--- config.mk ---
export PLATFORM = sky130hd
export DESIGN_NAME = conv_channel_acc_ctrl_flat
export DESIGN_NICKNAME = d
export VERILOG_FILES = /design/src/rtl/cnn_acc_pkg.sv /design/src/rtl/conv_channel_acc_ctrl_if.sv /design/src/rtl/conv_channel_acc_ctrl_add8.sv /design/src/rtl/conv_channel_acc_ctrl.sv /design/src/flat_wrapper.sv
export SDC_FILE = /design/constraint.sdc
export NUM_CORES = 1
export LEC_CHECK = 0
export CAP_MARGIN = 20
export CORE_MARGIN = 5
export CORE_UTILIZATION = 41
export DETAILED_ROUTE_END_ITERATION = 12
export GPL_TIMING_DRIVEN = 0
export PLACE_DENSITY = 0.71
export SLEW_MARGIN = 0
export SYNTH_ARGS = -nofsm -noshare
export SYNTH_HDL_FRONTEND = slang
export SYNTH_SLANG_ARGS = --single-unit
--- constraint.sdc ---
create_clock -name clk -period 8.95 [get_ports clk]
set_input_delay 2.685 -clock clk [delete_from_list [all_inputs] [get_ports clk]]
set_output_delay 2.685 -clock clk [all_outputs]
set_load 0.05 [all_outputs]
--- src/rtl/cnn_acc_pkg.sv ---
// Shared widths, FSM state type and the ReLU/saturation helper for the
// conv channel accumulator controller.
package cnn_acc_pkg;

  localparam int unsigned W1         = 21;  // signed product width per lane
  localparam int unsigned W2         = 24;  // exact width of the 8-lane sum
  localparam int unsigned ACC_W      = 32;  // accumulator width, cannot wrap
  localparam int unsigned OUT_W      = 24;  // result width after ReLU/saturation
  localparam int unsigned MAX_GROUPS = 16;  // max beats per output pixel
  localparam int unsigned GW         = 5;   // width of group count fields
  localparam int unsigned LANES      = 8;   // products per beat

  typedef enum logic [1:0] {
    IDLE = 2'd0,
    ACC  = 2'd1,
    OUT  = 2'd2
  } state_e;

  // Optional ReLU followed by a clamp into the signed OUT_W range.
  function automatic logic signed [OUT_W-1:0] sat_relu(
    input logic signed [ACC_W-1:0] acc,
    input logic                    relu_en
  );
    logic signed [ACC_W-1:0] max_v;
    logic signed [ACC_W-1:0] min_v;
    logic signed [ACC_W-1:0] res;
    max_v = {{(ACC_W-OUT_W+1){1'b0}}, {(OUT_W-1){1'b1}}};
    min_v = ~max_v;
    res   = acc;
    if (relu_en && acc[ACC_W-1]) begin
      res = '0;
    end else if (acc > max_v) begin
      res = max_v;
    end else if (acc < min_v) begin
      res = min_v;
    end
    return res[OUT_W-1:0];
  endfunction

endpackage

--- src/rtl/conv_channel_acc_ctrl_if.sv ---
// Stream interface of the accumulator controller.
//   in_valid/in_ready/in_data    : product beats from the multiplier array
//   out_valid/out_ready/out_data : finished pixel result towards the writer
// slave = the controller side, master = the side feeding beats and taking results.
interface conv_channel_acc_ctrl_if;
  import cnn_acc_pkg::*;

  logic                      in_valid;
  logic                      in_ready;
  logic [LANES*W1-1:0]       in_data;
  logic                      out_valid;
  logic                      out_ready;
  logic signed [OUT_W-1:0]   out_data;

  modport slave (
    input  in_valid, in_data, out_ready,
    output in_ready, out_valid, out_data
  );

  modport master (
    output in_valid, in_data, out_ready,
    input  in_ready, out_valid, out_data
  );

endinterface

--- src/rtl/conv_channel_acc_ctrl_add8.sv ---
// Combinational 8-input signed adder over packed lanes.
//   in_data_i : 8 signed lanes, lane k = in_data_i[k*w1 +: w1]
//   sum_o     : signed w2-bit sum (w2 >= w1+3 keeps it exact)
module conv_channel_acc_ctrl_add8 #(
  parameter int unsigned w1 = 21,
  parameter int unsigned w2 = 24
) (
  input  logic [8*w1-1:0]       in_data_i,
  output logic signed [w2-1:0]  sum_o
);

  // Sign-extend every lane to the sum width before adding.
  always_comb begin
    sum_o = '0;
    for (int k = 0; k < 8; k++) begin
      sum_o = sum_o + w2'($signed(in_data_i[k*w1 +: w1]));
    end
  end

endmodule

--- src/rtl/conv_channel_acc_ctrl.sv ---
// Sequences the 8-input adder over cfg_groups beats for one conv output pixel:
// seeds the accumulator with the bias, adds one 8-lane sum per accepted beat,
// then presents the ReLU'd, saturated result downstream.
//   clk, rst_n   : clock, synchronous active-low reset
//   start        : begin a job (only honoured in IDLE)
//   cfg_groups   : beats per job, legal 1..MAX_GROUPS, latched on start
//   bias         : signed bias, latched on start
//   relu_en      : clamp negatives to 0, latched on start
//   bus          : beat input and result output streams (slave side)
//   busy         : job in progress (ACC or OUT)
//   done         : one-cycle pulse the cycle after the result handshake
//   err_cfg      : one-cycle pulse after a start with illegal cfg_groups
module conv_channel_acc_ctrl
  import cnn_acc_pkg::*;
(
  input  logic                    clk,
  input  logic                    rst_n,
  input  logic                    start,
  input  logic [GW-1:0]           cfg_groups,
  input  logic signed [OUT_W-1:0] bias,
  input  logic                    relu_en,
  conv_channel_acc_ctrl_if.slave  bus,
  output logic                    busy,
  output logic                    done,
  output logic                    err_cfg
);

  state_e                  state_q, state_d;
  logic signed [ACC_W-1:0] acc_q, acc_d;
  logic [GW-1:0]           cnt_q, cnt_d;
  logic [GW-1:0]           groups_q, groups_d;
  logic                    relu_q, relu_d;
  logic signed [OUT_W-1:0] out_data_q, out_data_d;
  logic                    in_ready_q, in_ready_d;
  logic                    out_valid_q, out_valid_d;
  logic                    busy_q, busy_d;
  logic                    done_q, done_d;
  logic                    err_q, err_d;

  logic signed [W2-1:0]    sum8;
  logic signed [ACC_W-1:0] acc_sum;
  logic                    beat;

  conv_channel_acc_ctrl_add8 #(
    .w1 (W1),
    .w2 (W2)
  ) u_add8 (
    .in_data_i (bus.in_data),
    .sum_o     (sum8)
  );

  assign beat    = bus.in_valid && in_ready_q;
  assign acc_sum = acc_q + ACC_W'(sum8);

  // Next state, datapath updates and registered output decode.
  always_comb begin
    state_d    = state_q;
    acc_d      = acc_q;
    cnt_d      = cnt_q;
    groups_d   = groups_q;
    relu_d     = relu_q;
    out_data_d = out_data_q;
    done_d     = 1'b0;
    err_d      = 1'b0;

    unique case (state_q)
      IDLE: begin
        if (start) begin
          if ((cfg_groups == '0) || (cfg_groups > GW'(MAX_GROUPS))) begin
            err_d = 1'b1;
          end else begin
            groups_d = cfg_groups;
            relu_d   = relu_en;
            acc_d    = ACC_W'(bias);
            cnt_d    = '0;
            state_d  = ACC;
          end
        end
      end
      ACC: begin
        if (beat) begin
          acc_d = acc_sum;
          cnt_d = cnt_q + GW'(1);
          // Last beat: result is taken from the running sum, not acc_q.
          if (cnt_q == groups_q - GW'(1)) begin
            out_data_d = sat_relu(acc_sum, relu_q);
            state_d    = OUT;
          end
        end
      end
      OUT: begin
        if (out_valid_q && bus.out_ready) begin
          done_d  = 1'b1;
          state_d = IDLE;
        end
      end
      default: state_d = IDLE;
    endcase

    // Status flags are registered copies of the upcoming state.
    in_ready_d  = (state_d == ACC);
    out_valid_d = (state_d == OUT);
    busy_d      = (state_d != IDLE);
  end

  // State and datapath registers.
  always_ff @(posedge clk) begin
    if (!rst_n) begin
      state_q     <= IDLE;
      acc_q       <= '0;
      cnt_q       <= '0;
      groups_q    <= '0;
      relu_q      <= 1'b0;
      out_data_q  <= '0;
      in_ready_q  <= 1'b0;
      out_valid_q <= 1'b0;
      busy_q      <= 1'b0;
      done_q      <= 1'b0;
      err_q       <= 1'b0;
    end else begin
      state_q     <= state_d;
      acc_q       <= acc_d;
      cnt_q       <= cnt_d;
      groups_q    <= groups_d;
      relu_q      <= relu_d;
      out_data_q  <= out_data_d;
      in_ready_q  <= in_ready_d;
      out_valid_q <= out_valid_d;
      busy_q      <= busy_d;
      done_q      <= done_d;
      err_q       <= err_d;
    end
  end

  assign bus.in_ready  = in_ready_q;
  assign bus.out_valid = out_valid_q;
  assign bus.out_data  = out_data_q;
  assign busy          = busy_q;
  assign done          = done_q;
  assign err_cfg       = err_q;

endmodule

--- src/flat_wrapper.sv ---
// flat-port wrapper written by rule: the top's interface ports become plain ports
module conv_channel_acc_ctrl_flat import cnn_acc_pkg::*;
  (clk, rst_n, start, cfg_groups, bias, relu_en, busy, done, err_cfg, bus_in_valid, bus_in_data, bus_out_ready, bus_in_ready, bus_out_valid, bus_out_data);
  conv_channel_acc_ctrl_if bus_i ();
  input  logic clk;
  input  logic rst_n;
  input  logic start;
  input  logic [GW-1:0] cfg_groups;
  input  logic signed [OUT_W-1:0] bias;
  input  logic relu_en;
  output logic busy;
  output logic done;
  output logic err_cfg;
  input wire logic [$bits(bus_i.in_valid)-1:0] bus_in_valid;
  input wire logic [$bits(bus_i.in_data)-1:0] bus_in_data;
  input wire logic [$bits(bus_i.out_ready)-1:0] bus_out_ready;
  output wire logic [$bits(bus_i.in_ready)-1:0] bus_in_ready;
  output wire logic [$bits(bus_i.out_valid)-1:0] bus_out_valid;
  output wire logic [$bits(bus_i.out_data)-1:0] bus_out_data;
  assign bus_i.in_valid = bus_in_valid;
  assign bus_i.in_data = bus_in_data;
  assign bus_i.out_ready = bus_out_ready;
  assign bus_in_ready = bus_i.in_ready;
  assign bus_out_valid = bus_i.out_valid;
  assign bus_out_data = bus_i.out_data;
  conv_channel_acc_ctrl u_core (.clk(clk), .rst_n(rst_n), .start(start), .cfg_groups(cfg_groups), .bias(bias), .relu_en(relu_en), .bus(bus_i), .busy(busy), .done(done), .err_cfg(err_cfg));
endmodule
==> results of run 1 <==
## flip-flops by register name (all words and copies together), names as in the netlist
register and count:
u_core.relu_q 1, u_core.groups_q 5, u_core.bus.out_data 24, u_core.bus.out_valid 1
u_core.cnt_q 5, u_core.bus.in_ready 1, u_core.done 1, u_core.err_cfg 1
u_core.state_q 2, u_core.acc_q 32, u_core.busy 1
## repair_timing
action	CTS	global route
endpoints found under the setup margin	0	21
gates resized for setup	0	8
hold endpoints to repair	0	0
## how the worst max path moves through the flow
stage / start / to / cells past startpoint
3_3_place_gp: bus_in_data[146] / u_core.bus.out_data[2] / 18
3_5_place_dp: bus_in_data[146] / u_core.bus.out_data[9] / 18
4_1_cts: bus_in_data[146] / u_core.bus.out_data[9] / 18
6_report: bus_in_data[2] / u_core.bus.out_data[6] / 20
5_1_grt: bus_in_data[2] / u_core.bus.out_data[11] / 20
2_1_floorplan: bus_in_data[83] / u_core.bus.out_data[7] / 19
## synth_stat cells, types with 10 or more instances
cell type	n	share of area, %
sky130_fd_sc_hd__inv_1	240	9.7
sky130_fd_sc_hd__a21oi_1	59	3.2
sky130_fd_sc_hd__fa_1	184	40
sky130_fd_sc_hd__o21ai_0	26	1.4
sky130_fd_sc_hd__clkbuf_1	22	0.89
sky130_fd_sc_hd__xnor2_1	25	2.4
sky130_fd_sc_hd__a31oi_1	16	1.1
sky130_fd_sc_hd__buf_2	10	0.54
sky130_fd_sc_hd__o211ai_1	23	1.9
sky130_fd_sc_hd__dfxtp_1	74	16
sky130_fd_sc_hd__nand2_1	117	4.7
sky130_fd_sc_hd__nand3_1	23	1.2
sky130_fd_sc_hd__ha_1	36	4.9
sky130_fd_sc_hd__nor3_1	13	0.70
sky130_fd_sc_hd__nor2_1	37	1.5
sky130_fd_sc_hd__xor2_1	17	1.6
## worst reg2reg max path, delay by kind of cell (launching register included)
| family | cells | cell delay, ps |
|---|---|---|
| AOI/OAI and AO/OA | 6 | 1710 |
| xor gates and xnor gates | 1 | 220 |
| and+or+nand+nor | 2 | 280 |
| DFF | 1 | 350 |
| adders and majority gates | 6 | 2570 |
| buffers and inverters | 2 | 540 |
## metal layers
metal	share of wire [%]	global-route usage [%]
met1	40	25.5
met4	3.0	6.92
met2	51	36.6
met3	6.6	3.31
met5	0	0
## cell type report
class	instances	area share, %
Inverter	240	7.37
Clock inverter	5	0.327
Sequential cell	74	12.1
Timing Repair Buffer	231	18.9
Multi-Input combinational cell	681	55.2
Buffer	33	1.19
Tap cell	285	2.92
Clock buffer	11	1.99
## through the flow
step | hold slack [ps] | utilization [%] | setup WS [ps]
final | 473 | 54.5 | 439
after global routing | 506 | 54.5 | 0.447
after CTS | 476 | 54.5 | 29.6
after detailed placement | 468 | 53.2 | -298
after global placement | 460 | 53.2 | -200
after floorplan | 444 | - | 1250
## logic make-up (layout without fill, tap and decap cells)
logic type	Yosys count	in the layout	synth area share, %
AO/OA/AOI/OAI	185	185	12.9
XOR/XNOR	42	42	3.97
adder cells (fa/ha/maj)	220	220	44.6
buffers and inverters	273	520	11.3
flip-flops	74	74	16.0
AND/OR/NAND/NOR	234	234	11.3
==> metrics.txt, run 1 <==
# TYPE chip_impl_metric gauge
chip_impl_metric{name="final_number_of_hold_violating_endpoints",unit=""} 0
chip_impl_info{name="critical_path.reg2reg.startpoint",value="u_core.acc_q[2]"} 1
chip_impl_metric{name="finalNonFillerCells",unit=""} 1560
chip_impl_metric{name="clk_pin_slew",unit="ps"} 60
chip_impl_info{name="cts.root.buffer_cell",value="sky130_fd_sc_hd__clkbuf_16"} 1
chip_impl_info{name="cpMaxStageDelayCell",value="sky130_fd_sc_hd__fa_1"} 1
chip_impl_metric{name="area_taken_by_multi_input_logic_gates",unit="mm^2"} 0.00675
chip_impl_info{name="whs_endpoint",value="u_core.groups_q[4]"} 1
chip_impl_metric{name="postSynthAreaPerCell",unit="um^2"} 9.02
chip_impl_metric{name="hold_depth",unit=""} 2
chip_impl_info{name="worstHoldStart",value="u_core.groups_q[4]"} 1
chip_impl_metric{name="vias",unit=""} 7765
chip_impl_info{name="hold_path.class",value="flip-flop to flip-flop"} 1
chip_impl_metric{name="antenna_found_initial",unit=""} 0
chip_impl_metric{name="placement.io_buffers",unit=""} 231
chip_impl_info{name="final_common_cell",value="sky130_fd_sc_hd__inv_1"} 1
chip_impl_metric{name="number_of_nets_in_the_synthesized_netlist",unit=""} 1451
chip_impl_metric{name="crit_path_max_incr_delay",unit="ps"} 550
chip_impl_metric{name="timing_max_transition_violations_final",unit=""} 0
chip_impl_metric{name="timing.clock.skew",unit="ps"} 8.07
chip_impl_metric{name="ys_types",unit=""} 53
chip_impl_metric{name="finish.instance_area",unit="mm^2"} 0.0122
chip_impl_metric{name="final-setup-viol-count",unit=""} 0
chip_impl_info{name="worstSetupStartpointType",value="input pin"} 1
chip_impl_metric{name="finish.net_count",unit=""} 1693
chip_impl_info{name="path_delay_family",value="adder cells"} 1
chip_impl_metric{name="die_area",unit="mm^2"} 0.0257
chip_impl_metric{name="yosys_register_bits",unit=""} 74
chip_impl_info{name="critPathKind",value="input pin to flip-flop"} 1
chip_impl_info{name="worstSetupEndpointType",value="flip-flop"} 1
chip_impl_metric{name="routed_via_density",unit=""} 4.98
chip_impl_metric{name="max_slew_margin",unit="%"} 35.5
chip_impl_metric{name="clock_sinks",unit=""} 74
chip_impl_info{name="cp_cell_sequence",value="clkdlybuf4s50_1 -> inv_1 -> fa_1 -> inv_1 -> fa_1 -> fa_1 -> fa_1 -> ha_1 -> inv_1 -> fa_1 -> nand2b_1 -> a21oi_1 -> o21bai_1 -> a31oi_2 -> nor2_1 -> o21ai_1 -> xnor2_1 -> o41a_1 -> buf_1 -> o211ai_1"} 1
chip_impl_metric{name="final_layout_size_suffix_gt1_share",unit="%"} 2.82
chip_impl_info{name="outcome",value="completed"} 1
chip_impl_metric{name="final_antenna_net_count",unit=""} 0
chip_impl_metric{name="grt_start_max_net_pins",unit=""} 14
chip_impl_metric{name="place_congestion",unit=""} 0.907
chip_impl_metric{name="placed_area",unit="mm^2"} 0.0119
chip_impl_metric{name="worstPathRequired",unit="ps"} 9150
chip_impl_metric{name="postRouteWirelength",unit="mm"} 25.8
chip_impl_metric{name="synth_seq_area_share",unit="%"} 16.0
chip_impl_metric{name="worst_setup_slack_for_register_to_register_paths",unit="ps"} 3150
chip_impl_metric{name="crit_path_max_fo",unit=""} 10
chip_impl_metric{name="vert_die_dim",unit="um"} 160
chip_impl_metric{name="timing_worst_slew_pin_value",unit="ps"} 959
chip_impl_metric{name="route.detailed.drc",unit=""} 0
chip_impl_metric{name="detailedRoute.firstIterationViolations",unit=""} 422
chip_impl_metric{name="sequential_cell_area",unit="mm^2"} 0.00148
chip_impl_metric{name="cap_violations",unit=""} 0
chip_impl_metric{name="post-route-period-util",unit="%"} 95.1
chip_impl_metric{name="worstPathArrival",unit="ps"} 8710
chip_impl_metric{name="grt_usage",unit="%"} 20.6
chip_impl_metric{name="worst-path-buf-inv",unit=""} 5
chip_impl_metric{name="cts_htree_levels",unit=""} 3
chip_impl_info{name="rsz0062_at_grt",value="false"} 1
chip_impl_metric{name="post-cts-setup-buffer-count",unit=""} 0
chip_impl_metric{name="hold_buffers",unit=""} 0
chip_impl_info{name="rr_endpoint",value="u_core.bus.out_data[6]"} 1
chip_impl_info{name="worst_path_most_repeated_cell",value="sky130_fd_sc_hd__fa_1"} 1
chip_impl_metric{name="syn-instance-count",unit=""} 1028
chip_impl_metric{name="grt_overflow_total",unit=""} 0
chip_impl_metric{name="detail_route.wl_per_cell",unit="um"} 16.5
chip_impl_metric{name="cell_area_after_synthesis",unit="mm^2"} 0.00927
chip_impl_metric{name="final.setup.tns",unit="ps"} 0
chip_impl_info{name="layout.cells.most_common_list",value="240 x sky130_fd_sc_hd__inv_1, 229 x sky130_fd_sc_hd__clkdlybuf4s50_1, 183 x sky130_fd_sc_hd__fa_1"} 1
chip_impl_metric{name="cts-buffers-inserted",unit=""} 9
chip_impl_metric{name="antennaDiodeCount",unit=""} 0
chip_impl_metric{name="number_of_enable_type_register_cells_in_the_synthesized_netlist",unit=""} 0
chip_impl_metric{name="io-pin-count",unit=""} 232
chip_impl_metric{name="clk_path_buf_depth",unit=""} 2
chip_impl_metric{name="final_period_minus_worst_setup_slack",unit="ps"} 8510
chip_impl_metric{name="dpl.cell_count",unit=""} 1544
chip_impl_metric{name="filler_cell_count",unit=""} 2040
chip_impl_metric{name="core-area",unit="mm^2"} 0.0224
chip_impl_metric{name="die-width",unit="um"} 160
chip_impl_metric{name="ys_warn_count",unit=""} 0
chip_impl_info{name="tritoncts_clock_tree",value="built"} 1
chip_impl_metric{name="timing.reg2reg.worst_path_depth",unit=""} 17
chip_impl_metric{name="hpwlAfterDp",unit="mm"} 22.5
chip_impl_metric{name="fp-row-count",unit=""} 55
chip_impl_metric{name="first_global_vias",unit=""} 8334
chip_impl_info{name="synth_ff_type",value="sky130_fd_sc_hd__dfxtp_1"} 1
chip_impl_metric{name="syn2layout_area_growth",unit="%"} 31.8
chip_impl_metric{name="grt_pass1_wl",unit="mm"} 42.6
chip_impl_metric{name="start_util",unit="%"} 41.3
chip_impl_metric{name="worstSkewPairLatency",unit="ps"} 350
chip_impl_metric{name="peak_freq",unit="GHz"} 0.117
chip_impl_metric{name="ys_async_sr_fraction",unit="%"} 0
chip_impl_metric{name="drt_first_pass_iters",unit=""} 5
Power of run 1 is not shown: default switching activity piles up to over one toggle a cycle in this logic, so the estimate is an artifact.
==> run 2, diff against run 1 <==
CAP_MARGIN = 10   (was 20)
CORE_ASPECT_RATIO = 1.75   (was not set)
CORE_UTILIZATION = 35   (was 41)
PLACE_DENSITY = 0.62   (was 0.71)
==> metrics.txt, run 2 (synthesis results as in run 1) <==
# TYPE chip_impl_metric gauge
chip_impl_info{name="outcome",value="completed"} 1
chip_impl_metric{name="dpl.cell_count",unit=""} 1583
chip_impl_metric{name="hold_buffers",unit=""} 0
chip_impl_metric{name="grt_start_max_net_pins",unit=""} 14
chip_impl_metric{name="final_layout_size_suffix_gt1_share",unit="%"} 2.98
chip_impl_metric{name="start_util",unit="%"} 35.1
chip_impl_metric{name="die-width",unit="um"} 133
chip_impl_metric{name="drt_first_pass_iters",unit=""} 7
chip_impl_metric{name="finish.instance_area",unit="mm^2"} 0.0123
chip_impl_metric{name="vert_die_dim",unit="um"} 225
chip_impl_metric{name="postRouteWirelength",unit="mm"} 27.0
chip_impl_metric{name="detail_route.wl_per_cell",unit="um"} 16.9
chip_impl_metric{name="number_of_flip_flops_in_the_largest_register",unit=""} 32
chip_impl_info{name="worstHoldStart",value="u_core.groups_q[4]"} 1
chip_impl_metric{name="die_area",unit="mm^2"} 0.0300
chip_impl_metric{name="peak_freq",unit="GHz"} 0.116
chip_impl_info{name="rsz0062_at_grt",value="false"} 1
chip_impl_info{name="tritoncts_clock_tree",value="built"} 1
chip_impl_info{name="worstSetupEndpointType",value="flip-flop"} 1
chip_impl_metric{name="syn2layout_area_growth",unit="%"} 32.3
chip_impl_metric{name="cap_violations",unit=""} 0
chip_impl_metric{name="timing_max_transition_violations_final",unit=""} 0
chip_impl_metric{name="vias",unit=""} 7791
chip_impl_metric{name="post-route-worst-setup-slack",unit="ps"} 300
chip_impl_metric{name="cts-buffers-inserted",unit=""} 9
chip_impl_metric{name="core-area",unit="mm^2"} 0.0264
chip_impl_metric{name="placement.io_buffers",unit=""} 231
chip_impl_info{name="layout.cells.most_common_list",value="240 x sky130_fd_sc_hd__inv_1, 229 x sky130_fd_sc_hd__clkdlybuf4s50_1, 183 x sky130_fd_sc_hd__fa_1"} 1
chip_impl_metric{name="grt_usage",unit="%"} 18.5
chip_impl_metric{name="place_congestion",unit=""} 0.925
chip_impl_metric{name="clock_sinks",unit=""} 74
chip_impl_metric{name="sequential_cell_area",unit="mm^2"} 0.00148
chip_impl_metric{name="detailedRoute.firstIterationViolations",unit=""} 305
chip_impl_metric{name="timing_worst_slew_pin_value",unit="ps"} 1200
chip_impl_info{name="cts.root.buffer_cell",value="sky130_fd_sc_hd__clkbuf_16"} 1
chip_impl_metric{name="timing.clock.skew",unit="ps"} 9.94
chip_impl_metric{name="area_taken_by_multi_input_logic_gates",unit="mm^2"} 0.00675
chip_impl_metric{name="final_antenna_net_count",unit=""} 0
chip_impl_metric{name="worstPathArrival",unit="ps"} 8860
chip_impl_metric{name="placed_area",unit="mm^2"} 0.0120
chip_impl_info{name="final_common_cell",value="sky130_fd_sc_hd__inv_1"} 1
chip_impl_metric{name="grt_overflow_total",unit=""} 0
chip_impl_info{name="hold_path.class",value="flip-flop to flip-flop"} 1
chip_impl_metric{name="final-setup-viol-count",unit=""} 0
chip_impl_metric{name="clk_path_buf_depth",unit=""} 2
chip_impl_metric{name="grt_pass1_wl",unit="mm"} 43.7
chip_impl_metric{name="final_number_of_hold_violating_endpoints",unit=""} 0
chip_impl_metric{name="cts_htree_levels",unit=""} 3
chip_impl_metric{name="route.detailed.drc",unit=""} 0
chip_impl_metric{name="routed_via_density",unit=""} 4.87
chip_impl_metric{name="post-route-period-util",unit="%"} 96.7
chip_impl_metric{name="cts.repair.resized",unit=""} 2
chip_impl_metric{name="crit_path_max_fo",unit=""} 10
chip_impl_metric{name="antenna_found_initial",unit=""} 2
chip_impl_metric{name="finalNonFillerCells",unit=""} 1601
chip_impl_info{name="critical_path.reg2reg.startpoint",value="u_core.acc_q[2]"} 1
chip_impl_metric{name="final_period_minus_worst_setup_slack",unit="ps"} 8650
chip_impl_info{name="top_register",value="u_core.acc_q"} 1
chip_impl_info{name="cp-startpoint",value="bus_in_data[2]"} 1
chip_impl_metric{name="filler_cell_count",unit=""} 2554
chip_impl_metric{name="post-cts-setup-buffer-count",unit=""} 0
chip_impl_metric{name="fp-row-count",unit=""} 79
chip_impl_metric{name="first_global_vias",unit=""} 8712
chip_impl_metric{name="hpwlAfterDp",unit="mm"} 23.8
chip_impl_metric{name="max_slew_margin",unit="%"} 19.0
chip_impl_metric{name="clk_pin_slew",unit="ps"} 70
chip_impl_metric{name="worstPathRequired",unit="ps"} 9160
chip_impl_metric{name="io-pin-count",unit=""} 232
chip_impl_metric{name="finish.net_count",unit=""} 1693
chip_impl_info{name="worstSetupStartpointType",value="input pin"} 1
chip_impl_metric{name="worstSkewPairLatency",unit="ps"} 340
chip_impl_metric{name="pre_cts_ws",unit="ps"} -456
chip_impl_info{name="critPathKind",value="input pin to flip-flop"} 1
-- run 2: worst paths after layout --
| path | end | depth (start not counted) | slack, ps |
|---|---|---|---|
| min | u_core.groups_q[4] | 2 | 480 |
| max | u_core.bus.out_data[1] | 20 | 300 |
| min reg2reg | u_core.groups_q[4] | 2 | 480 |
| max reg2reg | u_core.bus.out_data[1] | 17 | 3030 |
-- run 2: cell type report --
class | count | area share [%]
Tap cell | 324 | 3.30
Sequential cell | 74 | 12.1
Timing Repair Buffer | 231 | 18.8
Clock inverter | 6 | 0.336
Inverter | 240 | 7.34
Antenna cell | 2 | 0.0408
Clock buffer | 10 | 1.95
Buffer | 33 | 1.18
Multi-Input combinational cell | 681 | 55.0
-- run 2: per-layer routing --
metal / up-vias / track usage, % / part of all wire [%]
li1: 3722 / - / -
met1: 3805 / 18.7 / 34
met2: 217 / 37.9 / 58
met3: 47 / 2.35 / 4.6
met4: 0 / 6.68 / 3.5
met5: - / 0 / 0
-- run 2: through the flow --
step / TNS (ps) / utilization, % / hold slack (ps)
2_1_floorplan: 0 / - / 444
3_3_place_gp: -3660 / 45.4 / 455
3_5_place_dp: -6010 / 45.4 / 459
4_1_cts: 0 / 46.5 / 474
6_report: 0 / 46.5 / 477
5_1_grt: 0 / 46.5 / 490
-- run 2: worst max-delay path, cell delays in order --
cell and delay, ps:
sky130_fd_sc_hd__clkdlybuf4s50_1 460, sky130_fd_sc_hd__inv_1 50, sky130_fd_sc_hd__fa_1 550, sky130_fd_sc_hd__inv_1 60
sky130_fd_sc_hd__fa_1 510, sky130_fd_sc_hd__fa_1 530, sky130_fd_sc_hd__fa_1 560, sky130_fd_sc_hd__ha_1 190
sky130_fd_sc_hd__inv_1 60, sky130_fd_sc_hd__fa_1 390, sky130_fd_sc_hd__nand2b_1 170, sky130_fd_sc_hd__a21oi_1 450
sky130_fd_sc_hd__o21bai_1 250, sky130_fd_sc_hd__a31oi_2 410, sky130_fd_sc_hd__nor2_1 90, sky130_fd_sc_hd__o21ai_1 180
sky130_fd_sc_hd__xnor2_1 230, sky130_fd_sc_hd__o41a_1 310, sky130_fd_sc_hd__clkbuf_1 510, sky130_fd_sc_hd__o211ai_1 190
Power of run 2 is left out for the same reason.
